==> src/rtl/bip_sequencer.sv <==
// rtl/bip_sequencer.sv - BIP instruction sequencer: PC, fetch/exec FSM, decode to datapath strobes
module bip_sequencer #(
  parameter int AB = 11,
  parameter int DB = 16
) (
  input  logic          clk,
  input  logic          rst,
  input  logic          start,
  input  logic [DB-1:0] Instr,
  output logic [AB-1:0] Addr,
  output logic [AB-1:0] Operand,
  output logic [1:0]    SelA,
  output logic          SelB,
  output logic          Op,
  output logic          WrAcc,
  output logic          WrRam,
  output logic          RdRam,
  output logic          busy,
  output logic          halted,
  output logic          illegal,
  output logic [15:0]   instr_count
);

  localparam int OPW = DB - AB;

  typedef enum logic [1:0] {
    S_IDLE  = 2'd0,
    S_FETCH = 2'd1,
    S_EXEC  = 2'd2,
    S_HALT  = 2'd3
  } state_t;

  state_t        state_q, state_d;
  logic [AB-1:0] pc_q, pc_d;
  logic [15:0]   count_q, count_d;
  logic          illegal_q, illegal_d;
  logic          retire;
  logic [OPW-1:0] opcode;

  assign opcode      = Instr[DB-1:AB];
  assign Addr        = pc_q;
  assign busy        = (state_q == S_FETCH) || (state_q == S_EXEC);
  assign halted      = (state_q == S_HALT);
  assign illegal     = illegal_q;
  assign instr_count = count_q;

  always_comb begin
    state_d   = state_q;
    pc_d      = pc_q;
    count_d   = count_q;
    illegal_d = illegal_q;
    retire    = 1'b0;
    Operand   = '0;
    SelA      = 2'd0;
    SelB      = 1'b0;
    Op        = 1'b0;
    WrAcc     = 1'b0;
    WrRam     = 1'b0;
    RdRam     = 1'b0;

    case (state_q)
      S_IDLE, S_HALT: begin
        if (start) begin
          state_d   = S_FETCH;
          pc_d      = '0;
          count_d   = '0;
          illegal_d = 1'b0;
        end
      end
      S_FETCH: begin
        state_d = S_EXEC;
      end
      S_EXEC: begin
        Operand = Instr[AB-1:0];
        retire  = 1'b1;
        case (opcode)
          OPW'(0): begin
            retire  = 1'b0;
            state_d = S_HALT;
          end
          OPW'(1): WrRam = 1'b1;
          OPW'(2): begin
            RdRam = 1'b1;
            SelA  = 2'd0;
            WrAcc = 1'b1;
          end
          OPW'(3): begin
            SelA  = 2'd1;
            WrAcc = 1'b1;
          end
          OPW'(4): begin
            RdRam = 1'b1;
            SelA  = 2'd2;
            WrAcc = 1'b1;
          end
          OPW'(5): begin
            SelB  = 1'b1;
            SelA  = 2'd2;
            WrAcc = 1'b1;
          end
          OPW'(6): begin
            RdRam = 1'b1;
            SelA  = 2'd2;
            Op    = 1'b1;
            WrAcc = 1'b1;
          end
          OPW'(7): begin
            SelB  = 1'b1;
            SelA  = 2'd2;
            Op    = 1'b1;
            WrAcc = 1'b1;
          end
          default: begin
            retire    = 1'b0;
            illegal_d = 1'b1;
            state_d   = S_HALT;
          end
        endcase
        if (retire) begin
          // PC wraps naturally at AB bits; the retired count saturates instead
          pc_d    = pc_q + AB'(1);
          count_d = (count_q == 16'hFFFF) ? count_q : count_q + 16'd1;
          state_d = S_FETCH;
        end
      end
      default: state_d = S_IDLE;
    endcase
  end

  always_ff @(posedge clk) begin
    if (!rst) begin
      state_q   <= S_IDLE;
      pc_q      <= '0;
      count_q   <= '0;
      illegal_q <= 1'b0;
    end else begin
      state_q   <= state_d;
      pc_q      <= pc_d;
      count_q   <= count_d;
      illegal_q <= illegal_d;
    end
  end

endmodule
==> config.mk <==
export PLATFORM = sky130hd
export DESIGN_NAME = bip_sequencer
export DESIGN_NICKNAME = d
export VERILOG_FILES = /design/src/rtl/bip_sequencer.sv
export SDC_FILE = /design/constraint.sdc
export NUM_CORES = 1
export LEC_CHECK = 0
export CORE_MARGIN = 2
export CORE_UTILIZATION = 44
export DETAILED_ROUTE_END_ITERATION = 8
export PLACE_DENSITY = 0.81
export RECOVER_POWER = 100
export SLEW_MARGIN = 25
export SYNTH_ARGS = -nofsm -noshare
export SYNTH_HDL_FRONTEND = slang
export SYNTH_SLANG_ARGS = --single-unit
==> constraint.sdc <==
create_clock -name clk -period 2.39 [get_ports clk]
set_input_delay 0.3585 -clock clk [delete_from_list [all_inputs] [get_ports clk]]
set_output_delay 0.3585 -clock clk [all_outputs]
set_load 0.05 [all_outputs]
==> impl_metrics.py, run 1 <==
metrics = {
    "outcome": {
        "status": "complete, no violations",
    },
    "synth": {
        "synth_cell_types": 41,
        "seq_area_frac_synth": 0.348,
        "ys_top_cells_by_area": "dfxtp_1 35%, and2_1 6.9%, nor2_1 4.6%, ha_1 4.4%, xor2_1 4.1%",
        "yosysTopAreaCell": "dfxtp_1",
        "syn_area_sq_um": 1730,
        "synthCells": 214,
        "yosysWarnings": 0,
        "synthesis.nets": 239,
        "yosysTopAreaCellShare": 0.348,
        "synth-edff-count": 0,
        "async_flop_share": 0,
        "dominantRegCellSynth": "dfxtp_1",
        "syn_area_per_cell_sq_um": 8.06,
        "ys_ff_latch": 30,
    },
    "hold_path": {
        "hold_path_class": "flip-flop to flip-flop",
    },
    "clocking": {
        "cts-htree-levels": 2,
        "clk_pin_slew_ns": 0.06,
        "cts_inserted_buffers": 5,
        "hold_buffers": 0,
        "clockBufferDepth": 2,
        "cts_num_sinks": 30,
        "cts_tree": "built",
        "cts_root_buf": "clkbuf_8",
        "cts_setup_buffers": 0,
        "worstSkewPairLatency_ns": 0.28,
        "post_cts_resize_count": 0,
    },
    "detailed_routing": {
        "avgRoutedWirePerCell_um": 14.7,
        "wl_met3_um": 275,
        "first_pass_iters": 4,
        "maxUsedRoutingLayer": "met4",
        "drt_iter0_drc": 116,
        "via_count": 1850,
        "routed_wl_mm": 5.01,
        "vias_per_cell": 5.44,
        "ant_nets": 0,
        "dr_wl_met2_mm": 2.40,
        "drcViolationCount": 0,
        "wl_met1_mm": 2.29,
    },
    "run": {
        "cap_violations": 0,
    },
    "power": {
        "total_power_mw": 2.39,
        "swShare": 0.436,
        "power_frac_seq": 0.242,
        "p_int_mw": 1.35,
        "power.switching_mw": 1.04,
        "pwr-share-comb": 0.583,
        "power_leakage_nw": 1.09,
        "ir_drop_v": 0.000580,
        "clkPwrFrac": 0.176,
        "power_density_nw_per_um2": 860,
    },
    "worst_setup_path": {
        "critPathSlowestCell": "dfxtp_1",
        "cpLargestDelayFamily": "buffers and inverters",
        "arrival_ns": 1.86,
        "critPathBufInv": 2,
        "startpoint_type": "flip-flop",
        "crit_fanout": 29,
        "critPathRequiredTime_ns": 2.03,
        "critPathCaptureType": "output pin",
        "crit_chain": "ha_1, buf_4, and2_1, o21a_1, nor2b_2, buf_12",
        "path_class": "flip-flop to output pin",
        "cp_slowest_stage_delay_ns": 0.35,
    },
    "cells_and_area": {
        "antennaDiodeCount": 0,
        "fillers": 275,
        "fin_util": 0.747,
        "drive_above_1_share": 0.147,
        "final_common_cell": "dfxtp_1",
        "multi_input_area_sq_um": 1080,
        "final_nets": 316,
        "area_growth_pct": 60.8,
        "register_area_sq_um": 601,
        "final_cell_mix": "30 x dfxtp_1, 29 x dlygate4sd3_1, 21 x nor2_1",
    },
    "sta": {
        "hold_viol": 0,
        "finalCriticalPeriod_ns": 2.22,
        "skew_ns": 0.00456,
        "setup_violations": 0,
        "min_period_over_period": 0.930,
        "fmax_ghz": 0.450,
        "maxSlewViolCount": 0,
        "max_slew.worst_pin.slew_ns": 0.578,
        "relSlewSlack": 0.609,
        "rsz0062_at_grt": "false",
    },
    "place": {
        "place_congestion": 0.820,
        "port_buffers": 66,
        "dp_hpwl_mm": 3.67,
    },
    "global_route": {
        "grt_pass1_vias": 1761,
        "grt_pass1_wl_mm": 8.22,
        "grt_usage": 0.241,
        "grt-ovfl-total": 0,
        "antenna_found_initial": 0,
        "grt_max_degree": 30,
    },
    "die": {
        "core_area_sq_um": 3720,
        "start_util": 0.464,
        "die_x_um": 66.6,
        "die_h_um": 66.6,
        "io_pins": 67,
        "fp.dieArea_sq_um": 4440,
        "placementRows": 22,
    },
}
==> worst min-delay path, stage by stage (launching register included) <==
cell and delay [ns]:
dfxtp_1 0.34, xor2_1 0.07, nor2_1 0.07
==> metrics by stage <==
stage	hold slack [ns]	setup slack, ns	cell area (sq um)	std cells	TNS (ns)
6_report	0.505	0.167	2780	340	0
5_1_grt	0.514	0.00556	2780	340	0
4_1_cts	0.505	0.144	2820	340	0
3_5_place_dp	0.489	-0.0134	2730	332	-0.0134
3_3_place_gp	0.480	0.0473	2730	332	0
2_1_floorplan	0.534	0.0742	1740	214	0
==> power groups by stage <==
stage / combinational [mW] / sequential (mW) / clock [mW]
global route: 1.49 / 0.581 / 0.453
global placement: 1.42 / 0.587 / 0
CTS: 1.45 / 0.577 / 0.426
floorplan: 0.730 / 0.661 / 0
finish: 1.39 / 0.576 / 0.419
detailed placement: 1.43 / 0.587 / 0
==> Yosys cell counts (all sizes together), types with 3 or more instances <==
library cell	instances
nor4b	3
o21ai	4
ha	6
xor2	8
o22ai	4
nand4	10
nor3	6
nand2	15
nor2	21
a21oi	12
nand3	11
inv	4
clkbuf	8
o31ai	3
and4	4
or4	3
dfxtp	30
buf	3
and2	19
xnor2	5
and3	7
==> per-layer routing <==
layer | track usage | vias to the layer above
li1 | - | 933
met3 | 0.0591 | 7
met4 | 0.0536 | 0
met5 | 0 | -
met2 | 0.394 | 53
met1 | 0.320 | 857
==> registers in the layout, indices dropped and copies added (netlist names) <==
register / flops
instr_count: 16
Addr: 11
state_q: 2
illegal: 1
==> cells by family (layout without fill, tap and decap cells) <==
| family | Yosys count | after routing | share of synthesized area |
|---|---|---|---|
| muxes | 2 | 2 | 0.0116 |
| and+or+nand+nor | 109 | 109 | 0.349 |
| buffers and inverters | 16 | 94 | 0.0370 |
| xor gates and xnor gates | 13 | 13 | 0.0660 |
| adders and majority gates | 6 | 6 | 0.0435 |
| DFF | 30 | 30 | 0.348 |
| AOI/OAI and AO/OA | 38 | 38 | 0.145 |
==> worst paths after layout <==
| path | start | endpoint | slack, ns | depth (start not counted) |
|---|---|---|---|---|
| hold reg to reg | Addr[10]$_SDFFE_PN0P_ | Addr[10]$_SDFFE_PN0P_ | 0.50 | 2 |
| hold / removal | Addr[10]$_SDFFE_PN0P_ | Addr[10]$_SDFFE_PN0P_ | 0.50 | 2 |
| setup / recovery | state_q[1]$_SDFFE_PN0P_ | RdRam | 0.17 | 6 |
| setup reg to reg | state_q[0]$_SDFFE_PN0P_ | instr_count[15]$_SDFFE_PN0P_ | 0.18 | 7 |
==> area by class of cell <==
type | instances | area share
clock buffers | 7 | 0.0311
inverters | 5 | 0.00676
flip-flops and latches | 30 | 0.216
well taps | 48 | 0.0216
multi-input cells | 168 | 0.389
clock inverters | 1 | 0.00180
repair buffers | 81 | 0.333
(Power assumes the default switching activity.)
==> run 2: changes to the inputs <==
--- a/config.mk
+++ b/config.mk
@@ -10,7 +10,6 @@
 export DETAILED_ROUTE_END_ITERATION = 8
 export PLACE_DENSITY = 0.81
 export RECOVER_POWER = 100
-export SLEW_MARGIN = 25
 export SYNTH_ARGS = -nofsm -noshare
 export SYNTH_HDL_FRONTEND = slang
 export SYNTH_SLANG_ARGS = --single-unit
==> results of run 2 <==
No change in the layout: final DEF, timing and power equal those of run 1.
